`config.mk`:
```
export PLATFORM = sky130hd
export DESIGN_NAME = spare_comb_generator
export DESIGN_NICKNAME = d
export VERILOG_FILES = /design/src/rtl/spare_comb_generator.sv
export SDC_FILE = /design/constraint.sdc
export NUM_CORES = 1
export LEC_CHECK = 0
export CAP_MARGIN = 20
export CORE_MARGIN = 3
export CORE_UTILIZATION = 48
export DETAILED_ROUTE_END_ITERATION = 12
export PLACE_DENSITY = 0.75
export SETUP_SLACK_MARGIN = 0.5
export SLEW_MARGIN = 20
export SYNTH_ARGS = -nofsm -noshare
export SYNTH_HDL_FRONTEND = slang
export SYNTH_SLANG_ARGS = --single-unit
export TNS_END_PERCENT = 1
```
`constraint.sdc`:
```
create_clock -name clk -period 4.7 [get_ports clk]
set_clock_uncertainty 0.15 [all_clocks]
set_input_delay 0.94 -clock clk [delete_from_list [all_inputs] [get_ports clk]]
set_output_delay 0.94 -clock clk [all_outputs]
set_load 0.005 [all_outputs]
```
`src/rtl/spare_comb_generator.sv`:
```
// rtl/spare_comb_generator.sv - K-of-N spare selection pattern generator for BIRA
// Steps through dsss words in descending colex order, with optional one-hot rlss per word.
module spare_comb_generator #(
  parameter int N_SPARE = 8,
  parameter int K_SEL   = 4,
  parameter int N_RLSS  = 3,
  parameter int CNT_W   = 10
) (
  input  logic               clk,
  input  logic               rst,
  input  logic [1:0]         i_mode,
  input  logic               i_restart,
  input  logic               i_term_in,
  input  logic               i_test_end_in,
  input  logic               i_early_term_in,
  output logic [N_SPARE-1:0] o_dsss,
  output logic [N_RLSS-1:0]  o_rlss,
  output logic               o_start_svc,
  output logic               o_comb_valid,
  output logic [CNT_W-1:0]   o_comb_idx,
  output logic               o_gen_done,
  output logic               o_gen_busy
);

  localparam int IW = (N_SPARE > 1) ? $clog2(N_SPARE) : 1;
  localparam int RW = (N_RLSS > 1) ? $clog2(N_RLSS) : 1;

  typedef enum logic {S_RUN = 1'b0, S_DONE = 1'b1} state_t;

  state_t             r_state;
  state_t             w_state_next;
  logic [2:0]         r_x_q;
  logic [1:0]         r_mode;
  logic [IW-1:0]      r_idx [K_SEL];
  logic [IW-1:0]      w_idx_next [K_SEL];
  logic [RW-1:0]      r_ri;
  logic [RW-1:0]      w_ri_next;
  logic [CNT_W-1:0]   r_cnt;
  logic [N_SPARE-1:0] r_dsss;
  logic [N_RLSS-1:0]  r_rlss;
  logic               r_start;
  logic               r_valid;
  logic [CNT_W-1:0]   r_comb_idx;

  logic               w_step;
  logic               w_pair;
  logic               w_issue;
  logic               w_found;
  logic               w_adv;
  logic               w_last;
  logic [IW-1:0]      w_sel_val;
  int                 w_m_sel;
  logic [N_SPARE-1:0] w_pat;
  logic [N_RLSS-1:0]  w_rl;

  assign w_step = |({i_term_in, i_test_end_in, i_early_term_in} & ~r_x_q);
  assign w_pair = (r_mode == 2'b11);
  // In row/local mode the selection word only moves once rlss has wrapped.
  assign w_adv  = !w_pair || (r_ri == '0);
  assign w_last = w_adv && !w_found;

  always_comb begin
    w_pat = '0;
    for (int m = 0; m < K_SEL; m++) begin
      if (!(w_pair && m == 0)) w_pat[r_idx[m]] = 1'b1;
    end
    w_rl = '0;
    if (w_pair) w_rl[r_ri] = 1'b1;
  end

  // Largest index still above its floor is decremented; everything below it packs tight.
  always_comb begin
    w_found   = 1'b0;
    w_m_sel   = 0;
    w_sel_val = '0;
    for (int m = 0; m < K_SEL; m++) begin
      if (!(w_pair && m == 0) && (r_idx[m] > IW'(K_SEL - 1 - m))) begin
        w_found   = 1'b1;
        w_m_sel   = m;
        w_sel_val = r_idx[m];
      end
    end
    w_idx_next = r_idx;
    for (int j = 0; j < K_SEL; j++) begin
      if (w_adv && w_found && (j >= w_m_sel)) w_idx_next[j] = w_sel_val - IW'(j - w_m_sel + 1);
    end
    w_ri_next = r_ri;
    if (w_pair) w_ri_next = (r_ri != '0) ? (r_ri - RW'(1)) : RW'(N_RLSS - 1);
  end

  always_comb begin
    w_state_next = r_state;
    w_issue      = 1'b0;
    case (r_state)
      S_RUN: begin
        if (r_mode == 2'b00) begin
          w_state_next = S_DONE;
        end else if (w_step) begin
          w_issue = 1'b1;
          if (w_last) w_state_next = S_DONE;
        end
      end
      S_DONE:  w_state_next = S_DONE;
      default: w_state_next = S_RUN;
    endcase
  end

  always_ff @(posedge clk) begin
    if (rst || i_restart) r_state <= S_RUN;
    else                  r_state <= w_state_next;
  end

  // Edge history survives restart so a held source cannot re-trigger afterwards.
  always_ff @(posedge clk) begin
    if (rst) r_x_q <= '0;
    else     r_x_q <= {i_term_in, i_test_end_in, i_early_term_in};
  end

  always_ff @(posedge clk) begin
    if (rst || i_restart) begin
      r_mode <= i_mode;
      for (int m = 0; m < K_SEL; m++) r_idx[m] <= IW'(N_SPARE - 1 - m);
      r_ri   <= RW'(N_RLSS - 1);
      r_cnt  <= '0;
    end else if (w_issue) begin
      r_idx <= w_idx_next;
      r_ri  <= w_ri_next;
      r_cnt <= r_cnt + CNT_W'(1);
    end
  end

  always_ff @(posedge clk) begin
    if (rst || i_restart) begin
      r_start    <= 1'b0;
      r_valid    <= 1'b0;
      r_dsss     <= '0;
      r_rlss     <= '0;
      r_comb_idx <= '0;
    end else begin
      r_start <= w_step;
      r_valid <= w_issue;
      r_dsss  <= w_issue ? w_pat : '0;
      r_rlss  <= w_issue ? w_rl : '0;
      if (w_issue) r_comb_idx <= r_cnt;
    end
  end

  assign o_dsss       = r_dsss;
  assign o_rlss       = r_rlss;
  assign o_start_svc  = r_start;
  assign o_comb_valid = r_valid;
  assign o_comb_idx   = r_comb_idx;
  assign o_gen_done   = (r_state == S_DONE);
  assign o_gen_busy   = (r_state == S_RUN);

endmodule

```
## Yosys cells after proc, flatten, opt, wreduce, memory -nomap -nowiden

Index checks and enable logic that the tools add are counted.

| word-level totals | value |
|---|---|
| register bits | 53 |
| input bits | 8 |
| output and inout port bits | 25 |
| word-level logic and storage cells | 112 |

| operators by class | value |
|---|---|
| $add $sub $neg | 14 |
| magnitude comparators | 18 |
| equal/unequal tests | 1 |
| muxes and demuxes | 30 |
| bitwise operators | 8 |
| reduce and logical (&&, ||, !) cells | 27 |

Operators with widths:

| cell | count |
|---|---|
| >= comparator 3 x 32 -> 1 bit, first input constant | 2 |
| >= comparator 1 x 32 -> 1 bit, first input constant | 1 |
| >= comparator 2 x 32 -> 1 bit, first input constant | 1 |
| OR 8 bit | 3 |
| less-than comparator 3 x 4 -> 1 bit, second input constant | 4 |
| 2-to-1 mux 1 bit | 16 |
| adder 3 x 2 -> 3 bit, second input constant | 4 |
| demux 1 bit (select 3 bit) | 4 |
| >= comparator 3 x 1 -> 1 bit, second input constant | 4 |
| logical AND 1 bit | 12 |
| 2-to-1 mux 3 bit | 4 |
| subtractor 3 bit | 4 |
| adder 10 x 1 -> 10 bit, second input constant | 1 |
| AND reduction 2 bit | 5 |
| 2-to-1 mux 8 bit | 1 |
| greater-than comparator 3 x 1 -> 1 bit, second input constant | 2 |
| greater-than comparator 3 x 2 -> 1 bit, second input constant | 2 |
| 2-to-1 mux 2 bit | 3 |
| OR reduction 3 bit | 2 |
| subtractor 3 bit, first input constant | 2 |
| zero test 2 bit | 2 |
| bitwise AND 3 bit | 1 |
| less-than comparator 2 x 3 -> 1 bit, second input constant | 1 |
| inverter 1 bit | 3 |
| 12 further kinds | 14 |

## Logic depth before layout (Yosys ltp)

Gate-level depths: netlist of run 1.

| depth | value |
|---|---|
| word-level depth | 13 |
| mapped depth | 11 |
| mapped depth without buffers | 11 |

## Worst setup path after synthesis of run 1

Ideal clock, no wire load.

| timing | value |
|---|---|
| path type | reg-to-reg |
| start point | register r_mode[0] |
| end point | register r_idx[8] in the netlist's numbering |
| setup time | 0.144 ns |
| arrival time | 2.099 ns |
| data required time | 4.406 ns |
| setup slack | 2.307 ns |
| stages on the path, launching flop included | 11 |
| path buffers | 0 |
| period minus slack after synthesis | 2.393 ns |
| cell sequence | edfxtp_1 a21boi_2 nand2_1 a211oi_1 nor2_1 a221o_1 ha_1 xor2_1 a21o_1 a21oi_1 o21ai_0 |

| between the ends | value |
|---|---|
| cells in the longest elaborated chain, start to end | 10 |
| elaborated cells between the ends (all ways) | 19 |
| those cells by class | add/sub: 1; eq/ne: 1; mux: 10; reduce/logical: 7 |

RTL lines:

| item | line | RTL |
|---|---|---|
| start: declaration | 33 | `logic [1:0] r_mode;` |
| start signal: assignment | 121 | `r_mode <= i_mode;` |
| parallel branches: the longest is 10 deep, another holds subtractor 3 bit | - |  |
| end signal: assignment | 126 | `r_idx <= w_idx_next;` |
| end: declaration | 34 | `logic [IW-1:0] r_idx [K_SEL];` |

Parallel ways; which one is timed is not known.
A chain may end at the register's enable or synchronous reset.

## Final worst setup path of run 1

| timing | value |
|---|---|
| start point | input i_test_end_in |
| end point | register r_rlss[2] (netlist: o_rlss[2]) |

| between the ends | value |
|---|---|
| cells in the longest elaborated chain, start to end | 7 |

RTL lines:

| item | line | RTL |
|---|---|---|
| start: declaration | 14 | `input logic i_test_end_in,` |
| bitwise AND 3 bit | 56 | `assign w_step = \|({i_term_in, i_test_end_in, i_early_term_in} & ~r_x_q);` |
| OR reduction 3 bit | 56 |  |
| 2-to-1 mux 1 bit | 98 | `end else if (w_step) begin` |
| 2-to-1 mux 1 bit | 96 | `if (r_mode == 2'b00) begin` |
| 2-to-1 mux 1 bit | 94 | `case (r_state)` |
| inverter 1 bit (no source line) | - |  |
| OR reduction 3 bit (no source line) | - |  |
| end signal: assignment | 143 | `r_rlss <= w_issue ? w_rl : '0;` |
| end: declaration | 40 | `logic [N_RLSS-1:0] r_rlss;` |

No other way between the ends.

==> impl_metrics.yaml, run 1 <==
logic_synthesis:
  syn-num-nets: 311
  yosysTopAreaCell: "dfxtp_1"
  ys_types: 53
  netlist_area_um2: 2620
  ys_seq_area_share_pct: 41.3
  ys.warnings.count: 0
  synth_edf_count: 2
  synth-async-reset-ratio_pct: 0
  yosys-top-cells-area: "dfxtp_1, mux2i_1, nor2_1"
  synthCells: 291
  synth-simple-area-share_pct: 24.9
  synth_xor_area_share_pct: 4.02
  synth_ff_type: "dfxtp_1"
  synth_top_family_by_area: "simple AND/OR/NAND/NOR gates"
  synth-seq-cells: 53
  synthAdderAreaFrac_pct: 5.74
  muxShareOfSynthArea_pct: 6.93
  syn_area_per_cell_um2: 8.99
  yosys.area.top_type_share_pct: 39.0
  synth-compound-area-share_pct: 13.1
worst_setup_path:
  endpoint_kind: "register"
  crit_type: "in2reg"
  arrival_ns: 2.94
  worstSetupStartpointType: "input port"
  required_ns: 4.81
  path_max_fanout: 18
cells_and_area:
  fill_cells: 470
  drive_gt1_share_pct: 6.58
  seq_area_um2: 1080
  antenna_cells: 0
  utilization_pct: 59.3
  area_growth_syn_to_layout_pct: 17.9
  layout_commonest_cell: "dfxtp_1"
  final_cells: 389
  final_cell_mix: "dfxtp_1, nor2_1, clkdlybuf4s50_1, nand2_1, mux2i_1"
  multi_input_area_um2: 1430
  final_nets: 338
floorplanning:
  dieArea_um2: 6370
  die_h_um: 79.8
  start_util_pct: 50.3
  core_area_um2: 5200
  die_x_um: 79.8
  ios: 33
  rows: 26
place:
  dpl.hpwl_um: 3830
  gp_congestion: 0.884
  io_buffers: 32
  place_inst: 381
detailed_routing:
  post_drt_wl_per_cell_um: 13.9
  wirelength_um: 5410
  wl_met1_um: 2470
  viasPerCell: 5.49
  drt_iter0_drc: 131
  first_pass_iters: 5
  top_layer: "met4"
  drc: 0
  dr_wl_met3_um: 247
  vias: 2134
  dr_wl_met2_um: 2620
  postRouteAntennaNets: 0
sta:
  tightestPinTransition_ns: 0.990
  hold_viol: 0
  slew-limit-headroom_pct: 33.9
  rsz0062_at_grt: "no"
  fmax_ghz: 0.354
  setup_viol: 0
  fin_crit_sh_pct: 60.1
  drv_slew: 0
  final.min_clock_period_ns: 2.82
  tns_ns: 0
  whs_ns: 0.356
clock_network:
  cts_setup_buffers: 0
  clockBufferDepth: 2
  tritoncts: "built"
  clk_pin_slew_ns: 0.10
  cts.sinks: 53
  cts_root_buf: "clkbuf_8"
  cts_buffers: 5
  insertion_delay_ns: 0.31
  ctsResizeCount: 0
  hold_buffers: 0
  h-tree-depth: 2
grt:
  overflow: 0
  grt_pass1_wl_um: 9360
  grt_pass1_vias: 2068
  grt_max_degree: 34
  grt_use_total_pct: 18.6
  antenna_found_initial: 0
run:
  drv_cap: 0
power:
  irDropWorstVdd_uv: 164
  power.density_nw_per_um2: 295
  p_leak_nw: 1.22
  totalPowerFinal_w: 0.000909
status:
  status: "finished clean"
min_path:
  hold_path_class: "reg2reg"
==> per-layer routing <==
layer  GRT usage, %  vias to the layer above
li1               -                     1064
met1           22.5                     1006
met2           32.5                       59
met3           4.51                        5
met4           5.74                        0
met5              0                        -
==> where the power goes <==
part / switching, W / internal [W]
clock network: 0.000149 / 0.000160
logic: 0.0000652 / 0.0000568
registers: 0.0000156 / 0.000463
==> final cells by class <==
cell class              instances  area share (%)
multi-input cells             213            46.4
flip-flops and latches         53            35.1
repair buffers                 33            10.6
well taps                      70            2.84
clock buffers                   6            2.35
inverters                      12            1.46
clock inverters                 2            1.26
==> registers in the layout, summed over array words and instances (netlist names) <==
| register | flops |
|---|---|
| r_ri | 2 |
| r_cnt | 10 |
| r_x_q | 3 |
| o_start_svc | 1 |
| o_comb_valid | 1 |
| r_mode | 2 |
| r_idx | 12 |
| o_gen_done | 1 |
| o_rlss | 3 |
| o_comb_idx | 10 |
| o_dsss | 8 |
==> cell usage after synthesis, types with 2 or more instances <==
cell type / instances
xnor2_1: 2
nor3_1: 5
buf_4: 2
a31oi_1: 2
o21ai_0: 4
and2_1: 3
nor2_1: 43
o21bai_1: 2
edfxtp_1: 2
a211oi_1: 2
a21oi_1: 10
o211ai_1: 2
nor3b_1: 3
buf_2: 2
ha_1: 12
a21o_1: 2
clkbuf_1: 9
nand4_1: 7
xor2_1: 10
mux2i_1: 17
and3_1: 3
nor2b_1: 10
inv_1: 12
dfxtp_1: 51
nand3b_1: 4
a41oi_1: 2
a2111oi_0: 3
nand2_1: 25
nand3_1: 13
nand2b_1: 4
==> logic make-up (layout without fill, tap and decap cells) <==
| logic type | count (synthesis) | after routing |
|---|---|---|
| AND/OR/NAND/NOR | 127 | 127 |
| flip-flops | 53 | 53 |
| AO/OA/AOI/OAI | 44 | 44 |
| buffers and inverters | 25 | 53 |
| multiplexers | 18 | 18 |
| adder cells (fa/ha/maj) | 12 | 12 |
| XOR/XNOR | 12 | 12 |
==> worst max-delay path, cell delays in order <==
cell,delay [ns]
clkdlybuf4s50_1,0.48
nand2b_1,0.14
a31oi_4,0.63
nand2_1,0.37
nor2_1,0.23
and2_1,0.15
==> worst paths after layout <==
| check | from | to | slack [ns] | cells past startpoint |
|---|---|---|---|---|
| setup / recovery | i_test_end_in | o_rlss[2] | 1.88 | 6 |
| hold / removal | o_comb_idx[5] | o_comb_idx[5] | 0.36 | 2 |
| setup reg to reg | r_mode[1] | r_idx[8] | 1.98 | 10 |
| hold reg to reg | o_comb_idx[5] | o_comb_idx[5] | 0.36 | 2 |
==> through the flow <==
step / setup WS [ns] / area, um^2
3_5_place_dp: 1.51 / 2970
4_1_cts: 1.85 / 3080
2_1_floorplan: 2.31 / 2620
6_report: 1.88 / 3080
3_3_place_gp: 1.58 / 2970
5_1_grt: 1.71 / 3080
Power figures use the tool's default switching activity.
==> run 2, diff against run 1 <==
- PLACE_DENSITY: 0.75 -> 0.77
- clock period: 4.7 -> 2.41 ns (I/O delays scaled with it)
==> run 2 against run 1 <==
Against the previous run:
- register-to-register slack worse by 1.9 ns
- total power is 110% higher
- largest cell class unchanged
- non-clock buffer count is 22 higher
- utilization is 5.6 points higher
- die area stayed put
- critical endpoint is now r_idx[8]
- final area is 9.5% higher
- worst setup slack worse by 1.8 ns
==> impl_metrics.yaml, run 2 (synthesis gave the netlist of run 1 again) <==
detailed_routing:
  viasPerCell: 5.51
  vias: 2266
  drc: 0
  wirelength_um: 5880
  postRouteAntennaNets: 0
  post_drt_wl_per_cell_um: 14.3
  first_pass_iters: 4
  drt_iter0_drc: 145
clock_network:
  tritoncts: "built"
  hold_buffers: 0
  clk_pin_slew_ns: 0.11
  cts_buffers: 5
  h-tree-depth: 2
  cts_root_buf: "clkbuf_8"
  cts.sinks: 53
  insertion_delay_ns: 0.31
  clockBufferDepth: 2
grt:
  grt_max_degree: 19
  overflow: 0
  grt_pass1_wl_um: 9930
  grt_pass1_vias: 2119
  antenna_found_initial: 0
  grt_use_total_pct: 19.4
sta:
  setup_viol: 0
  final.min_clock_period_ns: 2.32
  tightestPinTransition_ns: 0.414
  drv_slew: 0
  fmax_ghz: 0.430
  rsz0062_at_grt: "yes"
  slew-limit-headroom_pct: 71.7
  fin_crit_sh_pct: 96.4
  hold_viol: 0
  whs_ns: 0.355
worst_setup_path:
  worstSetupStartpointType: "register"
  endpoint_kind: "register"
  arrival_ns: 2.38
  crit_type: "reg2reg"
  path_max_fanout: 3
  required_ns: 2.46
power:
  p_leak_nw: 1.35
  power.density_nw_per_um2: 554
  irDropWorstVdd_uv: 396
floorplanning:
  start_util_pct: 50.3
  core_area_um2: 5200
  die_h_um: 79.8
  die_x_um: 79.8
  ios: 33
  rows: 26
  dieArea_um2: 6370
cells_and_area:
  area_growth_syn_to_layout_pct: 29.0
  largest_register_ffs: 12
  layout_commonest_cell: "dfxtp_1"
  final_nets: 360
  utilization_pct: 64.9
  drive_gt1_share_pct: 17.9
  final_cell_mix: "dfxtp_1, nor2_1, clkdlybuf4s50_1, nand2_1, buf_4"
  antenna_cells: 0
  top_register: "r_idx"
status:
  status: "finished clean"
min_path:
  hold_path_class: "reg2reg"
place:
  io_buffers: 32
  gp_congestion: 0.936
  dpl.hpwl_um: 4170
run:
  drv_cap: 0
## run 2: changes by cell type in the layout (fill, tap and decap cells not counted), sizes merged
cell,change
inv,+1
clkbuf,-1
buf,+22
## run 2: final cells by class
class / instances / area [um^2]
fill: 413 / 1830
inverter: 12 / 45.0
tap: 70 / 87.6
clock buffer: 5 / 68.8
sequential: 53 / 1080
timing repair buffer: 55 / 505
multi-input combinational: 213 / 1540
clock inverter: 3 / 50.0
## run 2: power breakdown
group,switching (W),internal (W),leakage (nW)
registers,0.0000222,0.000904,0.434
logic,0.000162,0.000155,0.854
clock network,0.000306,0.000319,0.0603
## run 2: final timing paths
path                 start            end  slack (ns)  depth (start not counted)
max              r_mode[1]       r_idx[8]        0.09                         10
min          o_comb_idx[0]  o_comb_idx[0]        0.35                          2
min reg2reg  o_comb_idx[0]  o_comb_idx[0]        0.35                          2
max reg2reg      r_mode[1]       r_idx[8]        0.09                         10
## run 2: timing repair
| action | CTS | global route |
|---|---|---|
| pin swaps | 6 | 8 |
| cloned | 0 | 0 |
| setup endpoints to repair | 14 | 25 |
| gates resized for setup | 1 | 17 |
| setup buffers | 2 | 2 |
## run 2: critical path, cell delays in order (launching register included)
cell	delay, ns
edfxtp_1	0.42
a21boi_2	0.21
nand2_1	0.09
a211oi_2	0.25
nor2_2	0.08
a221o_1	0.33
ha_2	0.20
xor2_2	0.14
a21o_1	0.16
a21oi_2	0.13
o21ai_1	0.06
## run 2: per-layer routing
layer / GRT usage (%) / vias up / share of wire (%)
met5: 0 / - / 0
met4: 7.43 / 0 / 1.8
met3: 3.39 / 13 / 4.9
met2: 32.2 / 74 / 49
met1: 25.0 / 1068 / 45
li1: - / 1111 / -
## run 2: stage by stage
| step | worst slack [ns] | setup TNS [ns] | total power, W | cells | cell area (um^2) |
|---|---|---|---|---|---|
| 3_3_place_gp | 0.117 | 0 | 0.00121 | 399 | 3130 |
| 6_report | 0.0863 | 0 | 0.00187 | 411 | 3380 |
| 4_1_cts | 0.0631 | 0 | 0.00185 | 409 | 3270 |
| 5_1_grt | -0.0383 | -0.0383 | 0.00195 | 411 | 3380 |
| 2_1_floorplan | 0.0735 | 0 | 0.00112 | 291 | 2630 |
| 3_5_place_dp | 0.0558 | 0 | 0.00122 | 399 | 3130 |
==> run 3, diff against run 2 <==
- GPL_ROUTABILITY_DRIVEN: unset -> 0
==> run 3 against run 2 <==
Against the previous run:
- the flow now finishes with violations (setup timing)
- sequential cell count unchanged
- die area unchanged
- non-clock buffer count increased by 2
- count of clock-buffer cells in the layout increased by 2
- combinational power about the same
- first-iteration DRC count increased by 110%
- utilization decreased by 0.60 points
- highest routed layer unchanged
==> impl_metrics.yaml, run 3 (synthesis gave the netlist of run 1 again) <==
status:
  status: "complete, but fails checks"
  violations: "setup timing"
sta:
  final.min_clock_period_ns: 2.42
  slew-limit-headroom_pct: 71.4
  hold_viol: 0
  drv_slew: 0
  fmax_ghz: 0.413
  tns_ns: -0.0113
  postLayoutSetupSlackWorst_ns: -0.0113
  fin_crit_sh_pct: 100
  rsz0062_at_grt: "yes"
  setup_viol: 1
  tightestPinTransition_ns: 0.418
clock_network:
  cts_root_buf: "clkbuf_8"
  hold_buffers: 0
  tritoncts: "built"
  h-tree-depth: 2
  cts_buffers: 5
  cts.sinks: 53
  insertion_delay_ns: 0.31
  clk_pin_slew_ns: 0.09
  clockBufferDepth: 2
grt:
  grt_pass1_wl_um: 9850
  overflow: 0
  antenna_found_initial: 0
  grt_use_total_pct: 19.6
  grt_pass1_vias: 2095
  grt_max_degree: 17
cells_and_area:
  antenna_cells: 0
  largest_register_ffs: 12
  design_area_um2: 3340
  area_growth_syn_to_layout_pct: 27.8
  drive_gt1_share_pct: 17.8
  final_nets: 362
  final_cell_mix: "dfxtp_1, nor2_1, clkdlybuf4s50_1, nand2_1, buf_4"
  top_register: "r_idx"
  layout_commonest_cell: "dfxtp_1"
power:
  p_sw_share_pct: 26.7
  p_clk_share_pct: 28.2
  power.density_nw_per_um2: 516
  p_int_w: 0.00127
  irDropWorstVdd_uv: 285
  power_frac_comb_pct: 18.2
  seq_power_share_pct: 53.6
  netSwitchingPower_w: 0.000461
  p_leak_nw: 1.33
  totalPowerFinal_w: 0.00173
place:
  dpl.hpwl_um: 4190
  post-place-ws_ns: 0.0629
  io_buffers: 32
  placed_area_um2: 3130
floorplanning:
  core_area_um2: 5200
  rows: 26
  ios: 33
  die_x_um: 79.8
  die_h_um: 79.8
  dieArea_um2: 6370
  start_util_pct: 50.3
worst_setup_path:
  reg2reg_slack_ns: -0.01
  crit_type: "reg2reg"
  cp_top_family: "compound AO/OA/AOI/OAI gates"
  arrival_ns: 2.47
  required_ns: 2.46
  r2r-end: "r_idx[8]"
  critPathSlowestCell: "edfxtp_1"
  worstSetupStartpointType: "register"
  path_max_fanout: 3
  crit_end: "r_idx[8]"
  reg2reg_depth: 10
  startpoint: "r_mode[1]"
  r2r_start: "r_mode[1]"
  crit_chain: "a21boi_2, nand2_1, a211oi_2, nor2_2, a221o_1, ha_4, xor2_2, a21o_1, a21oi_2, o21ai_1"
  cp_num_cells: 10
  endpoint_kind: "register"
  cpPeakStageDelay_ns: 0.43
  crit_buf_inv: 0
detailed_routing:
  wirelength_um: 6070
  vias: 2301
  drt_iter0_drc: 299
  post_drt_wl_per_cell_um: 14.7
  postRouteAntennaNets: 0
  first_pass_iters: 5
  viasPerCell: 5.57
  drc: 0
min_path:
  hold_path_class: "reg2reg"
run:
  drv_cap: 0
run 3: per-layer routing:
metal	vias to the layer above	track usage, %	part of all wire [%]
li1	1114	-	-
met3	20	4.97	7.2
met1	1058	24.7	43
met2	109	33.1	47
met4	0	5.57	2.2
met5	-	0	0
run 3: worst min path at each step:
stage                  startpoint  slack [ns]             to  depth (start not counted)
floorplan                r_cnt[9]        0.33       r_cnt[9]                          2
global placement    o_comb_idx[0]        0.33  o_comb_idx[0]                          2
detailed placement  o_comb_idx[2]        0.34  o_comb_idx[2]                          2
CTS                 o_comb_idx[2]        0.36  o_comb_idx[2]                          2
global route        o_comb_idx[6]        0.39  o_comb_idx[6]                          2
finish              o_comb_idx[4]        0.36  o_comb_idx[4]                          2
run 3: power groups by stage:
stage	logic (W)	registers (W)	clock network, W
after floorplan	0.000181	0.000940	0
after global placement	0.000269	0.000944	0
after detailed placement	0.000272	0.000945	0
after CTS	0.000280	0.000925	0.000497
after global routing	0.000340	0.000929	0.000539
final	0.000315	0.000926	0.000486
run 3: cell type report:
| class | count | area [um^2] |
|---|---|---|
| Fill cell | 417 | 1860 |
| Tap cell | 70 | 87.6 |
| Sequential cell | 53 | 1080 |
| Timing Repair Buffer | 57 | 524 |
| Inverter | 12 | 45.0 |
| Clock buffer | 7 | 76.3 |
| Clock inverter | 1 | 7.51 |
| Multi-Input combinational cell | 213 | 1520 |
run 3: worst register-to-register path, cell delays in order (launching register included):
cell	delay [ns]
edfxtp_1	0.43
a21boi_2	0.22
nand2_1	0.10
a211oi_2	0.23
nor2_2	0.08
a221o_1	0.36
ha_4	0.19
xor2_2	0.16
a21o_1	0.19
a21oi_2	0.14
o21ai_1	0.07
run 3: stage by stage:
step	hold slack, ns	std cells	util, %
2_1_floorplan	0.329	291	-
3_3_place_gp	0.328	399	60.1
3_5_place_dp	0.337	399	60.1
4_1_cts	0.364	410	62.3
5_1_grt	0.394	413	64.3
6_report	0.357	413	64.3
run 3: what timing repair did:
| item | CTS | global route |
|---|---|---|
| gates resized for setup | 1 | 17 |
| endpoints found under the hold margin | 0 | 0 |
| endpoints found under the setup margin | 15 | 23 |
| pin swaps | 6 | 18 |
| setup buffers | 3 | 3 |
